$ cat config.mk
export PLATFORM = sky130hd
export DESIGN_NAME = psec5_counter_readout_sequencer
export DESIGN_NICKNAME = d
export VERILOG_FILES = /design/src/rtl/psec5_counter_readout_sequencer.sv
export SDC_FILE = /design/constraint.sdc
export NUM_CORES = 1
export LEC_CHECK = 0
export ABC_AREA = 0
export CORE_AREA = 4 4 109 111
export CTS_BUF_LIST = sky130_fd_sc_hd__clkbuf_4
export DETAILED_ROUTE_END_ITERATION = 8
export DIE_AREA = 0 0 113 115
export GPL_ROUTABILITY_DRIVEN = 1
export GPL_TIMING_DRIVEN = 1
export PLACE_DENSITY = 0.79
export SLEW_MARGIN = 20
export SYNTH_ARGS = -nofsm -noshare
export SYNTH_HDL_FRONTEND = slang
export SYNTH_SLANG_ARGS = --single-unit
$ cat constraint.sdc
create_clock -name CLK -period 2.8 [get_ports CLK]
set_input_delay 0.56 -clock CLK [delete_from_list [all_inputs] [get_ports CLK]]
set_output_delay 0.56 -clock CLK [all_outputs]
set_load 0.005 [all_outputs]
$ cat src/rtl/psec5_counter_readout_sequencer.sv
// rtl/psec5_counter_readout_sequencer.sv - PSEC5 channel counter readout sequencer (serial fetch, 50-bit word stream)
// Optional feature macro: PSEC5_RDO_PADCHECK_EN adds the PAD_ERR port and pad-bit checking.
module psec5_counter_readout_sequencer #(
  parameter int NUM_CH    = 8,
  parameter int SCLK_HALF = 1
) (
  input  logic              CLK,
  input  logic              RST,
  input  logic              RD_REQ,
  input  logic [NUM_CH-1:0] CH_MASK,
  output logic              BUSY,
  output logic              DONE,
  output logic [2:0]        SELECT_REG,
  output logic [NUM_CH-1:0] LOAD_CNT_SER,
  output logic              SPI_CLK,
  input  logic [NUM_CH-1:0] CNT_SER,
  output logic [49:0]       DATA,
  output logic [3:0]        DATA_CH,
  output logic              DATA_VALID,
  input  logic              DATA_READY
`ifdef PSEC5_RDO_PADCHECK_EN
  ,
  output logic              PAD_ERR
`endif
);

`ifdef PSEC5_RDO_PADCHECK_EN
  localparam int SRW = 56;
`else
  localparam int SRW = 50;
`endif
  localparam logic [3:0] HALF_LAST = 4'(SCLK_HALF - 1);

  typedef enum logic [2:0] {
    S_IDLE, S_LOAD, S_GAP, S_SCK_HI, S_SCK_LO, S_OUT, S_FIN
  } state_t;

  state_t            state_q, state_d;
  logic [NUM_CH-1:0] mask_q, mask_d;
  logic [3:0]        ch_q, ch_d;
  logic [2:0]        byte_q, byte_d;
  logic [2:0]        bit_q, bit_d;
  logic [3:0]        half_q, half_d;
  logic [SRW-1:0]    sr_q, sr_d;
  logic              busy_q, busy_d;
  logic              done_q, done_d;
  logic              sclk_q, sclk_d;
  logic              valid_q, valid_d;
  logic [2:0]        sel_q, sel_d;
  logic [NUM_CH-1:0] load_q, load_d;

  logic              ser_bit;
  logic [NUM_CH-1:0] mask_rest;
  logic [5:0]        bit_idx;

  function automatic logic [3:0] lowest_ch(input logic [NUM_CH-1:0] m);
    logic [3:0] idx;
    idx = '0;
    for (int i = NUM_CH - 1; i >= 0; i--) begin
      if (m[i]) idx = 4'(i);
    end
    return idx;
  endfunction

  function automatic logic [NUM_CH-1:0] ch_onehot(input logic [3:0] c);
    logic [NUM_CH-1:0] oh;
    oh = '0;
    for (int i = 0; i < NUM_CH; i++) begin
      oh[i] = (c == 4'(i));
    end
    return oh;
  endfunction

  assign ser_bit   = |(CNT_SER & ch_onehot(ch_q));
  assign mask_rest = mask_q & ~ch_onehot(ch_q);
  assign bit_idx   = {byte_q, bit_q};

  always_comb begin
    state_d = state_q;
    mask_d  = mask_q;
    ch_d    = ch_q;
    byte_d  = byte_q;
    bit_d   = bit_q;
    half_d  = half_q;
    sr_d    = sr_q;
    case (state_q)
      S_IDLE: begin
        if (RD_REQ) begin
          if (|CH_MASK) begin
            mask_d  = CH_MASK;
            ch_d    = lowest_ch(CH_MASK);
            byte_d  = '0;
            state_d = S_LOAD;
          end else begin
            state_d = S_FIN;
          end
        end
      end
      S_LOAD: state_d = S_GAP;
      S_GAP: begin
        bit_d   = '0;
        half_d  = '0;
        state_d = S_SCK_HI;
      end
      S_SCK_HI: begin
        if (half_q == HALF_LAST) begin
          // Pad bits beyond the stored width are simply not kept
          if (bit_idx < 6'(SRW)) sr_d[bit_idx] = ser_bit;
          half_d  = '0;
          state_d = S_SCK_LO;
        end else begin
          half_d = half_q + 4'd1;
        end
      end
      S_SCK_LO: begin
        if (half_q == HALF_LAST) begin
          half_d = '0;
          if (bit_q == 3'd7) begin
            if (byte_q == 3'd6) begin
              state_d = S_OUT;
            end else begin
              byte_d  = byte_q + 3'd1;
              state_d = S_LOAD;
            end
          end else begin
            bit_d   = bit_q + 3'd1;
            state_d = S_SCK_HI;
          end
        end else begin
          half_d = half_q + 4'd1;
        end
      end
      S_OUT: begin
        if (DATA_READY) begin
          mask_d = mask_rest;
          if (|mask_rest) begin
            ch_d    = lowest_ch(mask_rest);
            byte_d  = '0;
            state_d = S_LOAD;
          end else begin
            state_d = S_FIN;
          end
        end
      end
      S_FIN:   state_d = S_IDLE;
      default: state_d = S_IDLE;
    endcase

    // Outputs are registered from the next state so they change glitch-free with it
    busy_d  = (state_d != S_IDLE);
    done_d  = (state_q == S_FIN);
    sclk_d  = (state_d == S_SCK_HI);
    valid_d = (state_d == S_OUT);
    sel_d   = byte_d;
    load_d  = (state_d == S_LOAD) ? ch_onehot(ch_d) : '0;
  end

  always_ff @(posedge CLK or posedge RST) begin
    if (RST) begin
      state_q <= S_IDLE;
      mask_q  <= '0;
      ch_q    <= '0;
      byte_q  <= '0;
      bit_q   <= '0;
      half_q  <= '0;
      sr_q    <= '0;
      busy_q  <= 1'b0;
      done_q  <= 1'b0;
      sclk_q  <= 1'b0;
      valid_q <= 1'b0;
      sel_q   <= '0;
      load_q  <= '0;
    end else begin
      state_q <= state_d;
      mask_q  <= mask_d;
      ch_q    <= ch_d;
      byte_q  <= byte_d;
      bit_q   <= bit_d;
      half_q  <= half_d;
      sr_q    <= sr_d;
      busy_q  <= busy_d;
      done_q  <= done_d;
      sclk_q  <= sclk_d;
      valid_q <= valid_d;
      sel_q   <= sel_d;
      load_q  <= load_d;
    end
  end

  assign BUSY         = busy_q;
  assign DONE         = done_q;
  assign SELECT_REG   = sel_q;
  assign LOAD_CNT_SER = load_q;
  assign SPI_CLK      = sclk_q;
  assign DATA_VALID   = valid_q;
  assign DATA         = valid_q ? sr_q[49:0] : '0;
  assign DATA_CH      = valid_q ? ch_q : '0;

`ifdef PSEC5_RDO_PADCHECK_EN
  logic sticky_q, sticky_d;
  logic pad_q, pad_d;

  // Sticky flag collects pad errors over one sweep and is shown during DONE
  always_comb begin
    sticky_d = sticky_q;
    if (state_q == S_IDLE && RD_REQ) sticky_d = 1'b0;
    if (state_d == S_OUT && |sr_d[55:50]) sticky_d = 1'b1;
    pad_d = 1'b0;
    if (state_d == S_OUT) pad_d = |sr_d[55:50];
    else if (state_q == S_FIN) pad_d = sticky_q;
  end

  always_ff @(posedge CLK or posedge RST) begin
    if (RST) begin
      sticky_q <= 1'b0;
      pad_q    <= 1'b0;
    end else begin
      sticky_q <= sticky_d;
      pad_q    <= pad_d;
    end
  end

  assign PAD_ERR = pad_q;
`endif

endmodule

Word level (Yosys, flattened, before mapping)
Cells that the tools add are included.
{"block": "word_totals", "reg_bits": 87, "latchBits": 0, "ramBits": 0, "romBits": 0, "output_inout_bits": 69, "mem_count": 0}
{"block": "classes", "addsub": 3, "multipliers": 0, "div": 0, "n_lt_le_gt_ge": 3, "n_eq_ne": 33, "n_shift": 0, "mux": 53, "n_bitwise": 3, "n_reduce_logical": 18}
{"operator": "two-way mux 4 bit", "count": 20}
{"operator": "two-way mux 3 bit", "count": 19}
{"operator": "bitwise mux 50 bit", "count": 1}
{"operator": "two-way mux 50 bit", "count": 1}
{"operator": "equality test 4 x 3 -> 1 bit (second input constant)", "count": 8}
{"operator": "two-way mux 8 bit", "count": 4}
{"operator": "OR reduction 8 bit", "count": 3}
{"operator": "equality test 3 bit (second input constant)", "count": 6}
{"operator": "one-hot mux 3 bit (6 select lines)", "count": 1}
{"operator": "bitwise AND 8 bit", "count": 2}
{"operator": "equality test 4 x 2 -> 1 bit (second input constant)", "count": 4}
{"operator": "!= test 2 bit (second input constant)", "count": 8}
{"operator": "one-hot mux 4 bit (2 select lines)", "count": 2}
{"operator": "one-hot mux 8 bit (2 select lines)", "count": 1}
{"operator": "logical NOT 4 bit", "count": 3}
{"operator": "equality test 3 x 2 -> 1 bit (second input constant)", "count": 3}
{"operator": "one-hot mux 3 bit (3 select lines)", "count": 1}
{"operator": "equality test 4 x 1 -> 1 bit (second input constant)", "count": 2}
{"operator": "inverter 8 bit", "count": 1}
{"operator": "AND reduction 8 bit", "count": 1}
{"operator": "less-than comparator 6 x 7 -> 1 bit (second input constant)", "count": 1}
{"operator": "adder 3 x 1 -> 3 bit (second input constant)", "count": 2}
{"operator": "demux 1 bit (select 6 bit)", "count": 1}
{"operator": "equality test 3 x 1 -> 1 bit (second input constant)", "count": 2}
{"operator": "12 further kinds", "count": 16}

Longest topological paths before layout
Gate-level depths: netlist (run 1).
{"block": "depth", "word_depth": 16, "ltp_mapped": 9, "depth_no_buf": 8}

Least setup slack after synthesis (run 1)
No wires, ideal clock.
{"block": "synth_path", "kind": "input-to-reg", "startpoint": "in CH_MASK[4]", "endpoint": "reg load_q[1], in the netlist LOAD_CNT_SER[1]", "arrival_time_ps": 2340, "required_time_ps": 2700, "slack_ps": 360, "cell_stages": 7, "n_path_buf": 1, "path_cell_list": "or4_4 -> o211a_1 -> buf_6 -> o311ai_1 -> o311ai_2 -> or3b_4 -> a311oi_1"}
{"block": "synth_between", "elab_chain_cells": 10, "elab_cells_between_ends": 15}
{"item": "start, declared", "line": "10", "rtl": "input logic [NUM_CH-1:0] CH_MASK,"}
{"item": "two-way mux 4 bit (5 in series)", "line": "60", "rtl": "if (m[i]) idx = 4'(i);"}
{"item": "two-way mux 4 bit (*)", "line": "89", "rtl": "if (|CH_MASK) begin"}
{"item": "two-way mux 4 bit (*)", "line": "88", "rtl": "if (RD_REQ) begin"}
{"item": "one-hot mux 4 bit (2 select lines) (*)", "line": "86", "rtl": "case (state_q)"}
{"item": "via ch_d[1]", "line": "40", "rtl": "logic [3:0] ch_q, ch_d;"}
{"item": "equality test 4 x 1 -> 1 bit (*)", "line": "69", "rtl": "oh[i] = (c == 4'(i));"}
{"item": "two-way mux 8 bit (*)", "line": "155", "rtl": "load_d = (state_d == S_LOAD) ? ch_onehot(ch_d) : '0;"}
{"item": "via load_d[1]", "line": "50", "rtl": "logic [NUM_CH-1:0] load_q, load_d;"}
{"item": "end signal, assigned", "line": "186", "rtl": "load_q <= load_d;"}
{"item": "end, declared", "line": "50"}
The timed path passes the listed nets; every way through them passes the cells marked *.
A chain may end at the register's enable or synchronous reset.

Final worst setup path (run 1)
{"block": "layout_path", "startpoint": "reg ch_q[1]", "endpoint": "reg load_q[3], in the netlist LOAD_CNT_SER[3]"}
{"block": "layout_between", "elab_chain_cells": 16, "elab_cells_between_ends": 30}
{"item": "start, declared", "line": "40"}
{"item": "start signal, assigned", "line": "176", "rtl": "ch_q <= ch_d;"}
{"item": "equality test 4 x 3 -> 1 bit", "line": "69"}
{"item": "inverter 8 bit (*)", "line": "75", "rtl": "assign mask_rest = mask_q & ~ch_onehot(ch_q);"}
{"item": "bitwise AND 8 bit (*)", "line": "75"}
{"item": "two-way mux 3 bit", "line": "60"}
{"item": "two-way mux 4 bit (7 in series)", "line": "60"}
{"item": "two-way mux 4 bit (*)", "line": "136", "rtl": "if (|mask_rest) begin"}
{"item": "two-way mux 4 bit (*)", "line": "134", "rtl": "if (DATA_READY) begin"}
{"item": "one-hot mux 4 bit (2 select lines) (*)", "line": "86"}
{"item": "via ch_d[2]", "line": "40"}
{"item": "equality test 4 x 2 -> 1 bit (*)", "line": "69"}
{"item": "two-way mux 8 bit (*)", "line": "155"}
{"item": "via load_d[3]", "line": "50"}
Marks and branches as above.

==> impl_metrics.py, run 1 <==
metrics = {
    "timing": {
        "finalSetupViolCount": 0,
        "max_freq_mhz": 382,
        "finalCriticalPeriod_ps": 2620,
        "finalClockSkew_ps": 20.8,
        "min_period_over_period_pct": 93.5,
        "hold_viol": 0,
        "worstMarginPinSlew_ps": 508,
        "rsz0062_at_grt": "false",
        "tns_ps": 0,
        "maxSlewHeadroom_pct": 66.0,
        "drv_slew": 0,
    },
    "global_routing": {
        "grt_pass1_wl_um": 20300,
        "track_usage_pct": 19.6,
        "grt_pass1_vias": 4053,
        "grt_antenna_before_repair": 1,
        "grt_max_degree": 56,
        "overflow": 0,
    },
    "place": {
        "gp_congestion": 0.913,
        "dpl_cell_area_sq_um": 6080,
        "dp_cells": 746,
        "dp_hpwl_um": 9330,
        "portBuffers": 88,
    },
    "logic_synthesis": {
        "synth.most_common_cell": "dfrtp_1",
        "synth_area_leaders": "dfrtp_1, mux2_2, and2_1, nor2_1, nand2_1",
        "synth-seq-cells": 87,
        "async_flop_share_pct": 100,
        "synthCells": 510,
        "synthTopCellsByCount": "dfrtp_1, nor2_1, and2_1, mux2_2, nand2_1",
        "synth_fp_nets": 536,
        "synth_cell_types": 59,
        "avgSynthCellArea_sq_um": 9.52,
        "synth_edf_count": 0,
        "yosysSeqAreaShare_pct": 44.9,
        "yosysTopAreaCellShare_pct": 44.9,
        "ys.warnings.count": 0,
        "synth_flop_cell": "dfrtp_1",
        "yosysTopAreaCell": "dfrtp_1",
        "syn_area_sq_um": 4850,
    },
    "clocking": {
        "clkSlewWorstSetupHoldPaths_ps": 140,
        "clk_latency_ps": 450,
        "htreeDepth": 3,
        "cts.sinks": 87,
        "cts_tree": "built",
        "clockBufferDepth": 2,
        "cts_root_buf": "clkbuf_4",
        "cts.repair.resized": 0,
        "cts_hold_buf": 0,
        "postCtsSetupBuffers": 0,
        "numCtsBuffers": 9,
    },
    "floorplanning": {
        "die_h_um": 115,
        "die-area_sq_um": 13000,
        "placementRows": 38,
        "start_util_pct": 45.0,
        "ios": 89,
        "die_w_um": 113,
        "core_sq_um": 10800,
    },
    "critical_path": {
        "r2r_start": "ch_q[1]",
        "crit_chain": "or4b_1 > a21oi_1 > o2bb2ai_1 > o21ai_1 > o2bb2ai_1 > inv_2 > a311oi_1",
        "crit_arrival_ps": 2950,
        "cp-startpoint": "ch_q[1]",
        "crit_path_max_fanout": 10,
        "critPathKind": "reg2reg",
        "slowest_stage": "or4b_1",
        "start_kind": "flip-flop",
        "crit_top_cell": "o2bb2ai_1",
        "worstPathRequired_ps": 3130,
        "slowest_delay_ps": 590,
        "critPathCaptureType": "flip-flop",
    },
    "power_and_ir_drop": {
        "sequentialPowerShare_pct": 37.0,
        "internal_power_w": 0.00280,
        "p_total_w": 0.00465,
        "power_density_nw_per_um2": 740,
        "p_clk_share_pct": 19.8,
        "switching_share_pct": 39.7,
        "ir_drop_mv": 0.407,
        "p_switching_w": 0.00185,
        "pwr-share-comb_pct": 43.2,
        "leakagePower_nw": 2.71,
    },
    "detailed_routing": {
        "drtPass1Iterations": 5,
        "drc_errors": 0,
        "avgViaCountPerCell": 5.52,
        "drt-wirelength-per-cell_um": 16.6,
        "dr_total_vias": 4213,
        "wirelength_um": 12700,
        "ant_nets": 0,
        "detail_route.iter0.violations": 382,
    },
    "cells_and_area": {
        "syn_to_final_growth_pct": 29.6,
        "post-route-util_pct": 58.3,
        "fin_cells": 763,
        "drive_gt1_share_pct": 18.8,
        "nets": 643,
        "design_area_sq_um": 6290,
    },
    "worst_hold_path": {
        "hold_path.class": "in2async",
    },
    "job": {
        "maxCapViolations": 0,
    },
    "outcome": {
        "run_status": "completed",
    },
}
-- layout by cell type (no fill, tap or decap), types with 3 or more instances in the layout --
master,instances
a31oi_1,3
nand3b_1,5
nand2b_1,5
nand3_1,10
dfrtp_1,87
nand2_1,44
nor3b_1,5
and3_1,3
and3b_1,3
o21ai_1,3
clkbuf_4,9
nor2b_1,8
nor2_1,65
o22ai_1,3
a211oi_1,3
mux2i_1,3
nor3_1,13
and2_1,55
mux2_2,52
bufinv_16,3
o2bb2ai_1,4
buf_4,35
clkdlybuf4s50_1,88
ha_1,6
a21oi_1,25
inv_1,12
o211ai_1,4
inv_6,3
a311oi_1,5
a22o_1,5
o21ai_0,9
-- path summary, 6_finish.rpt --
check	endpoint	slack (ps)	cells past startpoint
min in group CLK	sr_q[42]	510	1
setup / recovery	LOAD_CNT_SER[3]	180	7
max in group asynchronous	BUSY	1690	3
hold / removal	SELECT_REG[1]	490	2
setup reg to reg	LOAD_CNT_SER[3]	180	7
hold reg to reg	sr_q[42]	510	1
-- cell type report --
class / count / area, sq um
clock inverter: 7 / 124
multi-input combinational: 381 / 2520
timing repair buffer: 124 / 1160
tap: 140 / 175
clock buffer: 9 / 67.6
fill: 930 / 4500
antenna: 1 / 2.50
sequential: 87 / 2180
inverter: 14 / 56.3
-- worst max-delay path: cells and delay by family (launching register included) --
family	cells	cell delay [ps]
AOI/OAI and AO/OA	5	1270
DFF	1	530
buffers and inverters	1	110
and+or+nand+nor	1	590
-- power by group through the flow --
| stage | Clock, W | Sequential [W] | Combinational, W |
|---|---|---|---|
| after floorplan | 0 | 0.00165 | 0.00129 |
| after global placement | 0 | 0.00173 | 0.00195 |
| after detailed placement | 0 | 0.00173 | 0.00199 |
| after CTS | 0.000947 | 0.00171 | 0.00200 |
| after global routing | 0.00100 | 0.00175 | 0.00222 |
| final | 0.000921 | 0.00172 | 0.00201 |
-- per-layer routing --
| metal | vias up | part of all wire, % | GRT usage (%) |
|---|---|---|---|
| met5 | - | 0 | 0 |
| met4 | 0 | 1.7 | 8.09 |
| met3 | 22 | 5.9 | 3.32 |
| met2 | 145 | 48 | 31.9 |
| met1 | 2055 | 44 | 26.3 |
| li1 | 1991 | - | - |
-- metrics by stage --
step / setup WS, ps / hold WS (ps)
2_1_floorplan: 360 / 470
3_3_place_gp: -12.3 / 480
3_5_place_dp: -100 / 486
4_1_cts: 129 / 489
5_1_grt: 45.7 / 518
6_report: 183 / 494
-- cells by family after synthesis --
logic type	Yosys count	synth area share, %
multiplexers	56	12.9
AND/OR/NAND/NOR	237	25.7
buffers and inverters	42	3.45
flip-flops	87	44.9
adder cells (fa/ha/maj)	6	1.55
AO/OA/AOI/OAI	82	11.5
-- flip-flops by register name, indices dropped and copies added, names as in the netlist --
signal,cells
BUSY,1
DATA_VALID,1
DONE,1
LOAD_CNT_SER,8
SELECT_REG,3
SPI_CLK,1
bit_q,3
ch_q,4
half_q,4
mask_q,8
sr_q,50
state_q,3
Note: power is estimated with default switching activity, not from simulation.
==> inputs of run 2 (changes only) <==
--- a/config.mk
+++ b/config.mk
@@ -8,6 +8,7 @@
 export ABC_AREA = 0
 export CORE_AREA = 4 4 109 111
 export CTS_BUF_LIST = sky130_fd_sc_hd__clkbuf_4
+export CTS_CLUSTER_DIAMETER = 60
 export DETAILED_ROUTE_END_ITERATION = 8
 export DIE_AREA = 0 0 113 115
 export GPL_ROUTABILITY_DRIVEN = 1
==> results of run 2 <==
Same layout as run 1: the final DEF is identical, and so are final timing and power.
==> inputs of run 3 (changes only) <==
--- a/config.mk
+++ b/config.mk
@@ -13,7 +13,7 @@
 export DIE_AREA = 0 0 113 115
 export GPL_ROUTABILITY_DRIVEN = 1
 export GPL_TIMING_DRIVEN = 1
-export PLACE_DENSITY = 0.79
+export PLACE_DENSITY_LB_ADDON = 0.25
 export SLEW_MARGIN = 20
 export SYNTH_ARGS = -nofsm -noshare
 export SYNTH_HDL_FRONTEND = slang
==> run 3 against run 2 <==
Clock skew grew 1.6 ps. Critical path depth decreased by 4. Sequential power up 3%. Via count fell by 2.1%. Non-clock buffer count fell by 7. Clock power down 23%. Register-to-register slack improved by 70 ps. Highest routed layer unchanged. Largest power group unchanged.
==> impl_metrics.py, run 3 (same netlist as run 1, synthesis figures left out) <==
metrics = {
    "cells_and_area": {
        "antenna_cells": 0,
        "multiInputGateArea_sq_um": 2520,
        "syn_to_final_growth_pct": 27.3,
        "seq_area_sq_um": 2180,
        "layout_commonest_cell": "clkdlybuf4s50_1",
        "largest-register": "sr_q",
        "largest_register_ffs": 50,
        "final_cell_mix": "clkdlybuf4s50_1, dfrtp_1, nor2_1, and2_1, mux2_2",
        "nets": 636,
        "fillers": 971,
        "design_area_sq_um": 6180,
        "drive_gt1_share_pct": 17.9,
        "fin_cells": 755,
    },
    "timing": {
        "hold_ws_ps": 433,
        "maxSlewHeadroom_pct": 67.9,
        "drv_slew": 0,
        "finalSetupViolCount": 0,
        "max_freq_mhz": 391,
        "finalCriticalPeriod_ps": 2560,
        "worstMarginPinSlew_ps": 482,
        "rsz0062_at_grt": "false",
        "hold_viol": 0,
        "finalClockSkew_ps": 22.5,
        "min_period_over_period_pct": 91.3,
        "setup_ws_ps": 243,
    },
    "clocking": {
        "clk_latency_ps": 440,
        "htreeDepth": 3,
        "cts_root_buf": "clkbuf_4",
        "cts_tree": "built",
        "postCtsSetupBuffers": 0,
        "cts.sinks": 87,
        "clockBufferDepth": 2,
        "numCtsBuffers": 9,
        "clkSlewWorstSetupHoldPaths_ps": 140,
    },
    "place": {
        "dp_cells": 739,
        "dpl_cell_area_sq_um": 6030,
        "gp_congestion": 0.936,
        "portBuffers": 88,
        "place_worst_setup_slack_ps": -116,
        "dp_hpwl_um": 8980,
    },
    "detailed_routing": {
        "drc_errors": 0,
        "wirelength_um": 12000,
        "avgViaCountPerCell": 5.46,
        "ant_nets": 0,
        "drtPass1Iterations": 5,
        "dr_total_vias": 4124,
        "drt-wirelength-per-cell_um": 16.0,
        "detail_route.iter0.violations": 235,
    },
    "global_routing": {
        "overflow": 0,
        "grt_max_degree": 52,
        "track_usage_pct": 18.8,
        "grt_pass1_wl_um": 19600,
        "grt_antenna_before_repair": 0,
        "grt_pass1_vias": 4026,
    },
    "power_and_ir_drop": {
        "ir_drop_mv": 0.412,
        "p_total_w": 0.00434,
        "p_clk_share_pct": 16.4,
        "sequentialPowerShare_pct": 40.6,
        "power_density_nw_per_um2": 703,
        "switching_share_pct": 40.8,
        "pwr-share-comb_pct": 43.0,
        "leakagePower_nw": 2.64,
        "p_switching_w": 0.00177,
        "internal_power_w": 0.00257,
    },
    "floorplanning": {
        "core_sq_um": 10800,
        "die_h_um": 115,
        "die_w_um": 113,
        "placementRows": 38,
        "die-area_sq_um": 13000,
        "ios": 89,
        "start_util_pct": 45.0,
    },
    "critical_path": {
        "critPathCaptureType": "output pin",
        "critPathKind": "reg2out",
        "start_kind": "flip-flop",
        "crit_arrival_ps": 2000,
        "crit_path_max_fanout": 51,
        "worstPathRequired_ps": 2240,
    },
    "worst_hold_path": {
        "hold_path.class": "in2async",
    },
    "outcome": {
        "run_status": "completed",
    },
    "job": {
        "maxCapViolations": 0,
    },
}
-- run 3: cell types whose count changed in the layout (fill, tap and decap cells not counted), moves of 2 or more --
cell        before  now
buf_4           35   28
bufinv_16        3    1
clkinv_2         0    2
clkinvlp_4       2    4
inv_6            3    1
-- run 3: stage by stage --
stage | utilization (%) | TNS, ps
3_3_place_gp | 55.9 | -1.90
3_5_place_dp | 55.9 | -196
5_1_grt | 57.2 | 0
4_1_cts | 57.2 | 0
6_report | 57.2 | 0
2_1_floorplan | - | 0
-- run 3: power by group through the flow --
stage | registers, W | logic [W] | clock network [W]
final | 0.00177 | 0.00187 | 0.000713
after global routing | 0.00180 | 0.00207 | 0.000788
after CTS | 0.00176 | 0.00186 | 0.000738
after detailed placement | 0.00178 | 0.00185 | 0
after global placement | 0.00177 | 0.00181 | 0
after floorplan | 0.00165 | 0.00129 | 0
-- run 3: cell type report --
class,count,area share [%]
timing repair buffer,117,18.0
inverter,14,0.911
clock inverter,7,1.15
clock buffer,9,1.09
sequential,87,35.3
tap,140,2.84
multi-input combinational,381,40.8
-- run 3: worst max-delay path: stages (launching register included) --
cell             delay (ps)
dfrtp_1                 460
buf_4                   370
and2_1                  200
clkdlybuf4s50_1         510
-- run 3: routing by layer --
metal  wire length [um]  vias up  track usage [%]
met2               6080      108             33.9
met4                174        0             6.57
met5                  0        -                0
met1               5180     2026             23.1
li1                   -     1976                -
met3                622       14             2.63
-- run 3: worst paths after layout --
| path | startpoint | to | slack, ps | depth (start not counted) |
|---|---|---|---|---|
| worst min-delay path | RST | sr_q[30] | 430 | 2 |
| worst max register to register | ch_q[0] | LOAD_CNT_SER[3] | 250 | 7 |
| min in group CLK | sr_q[15] | sr_q[15] | 510 | 1 |
| worst max-delay path | DATA_VALID | DATA[7] | 240 | 3 |
| worst min register to register | sr_q[15] | sr_q[15] | 510 | 1 |
| max in group asynchronous | RST | sr_q[8] | 1750 | 3 |
-- run 3: what timing repair did --
| action | 4_1_cts | 5_1_grt |
|---|---|---|
| endpoints found under the setup margin | 0 | 1 |
| resized for setup | 0 | 2 |
| hold buffers | 0 | 0 |
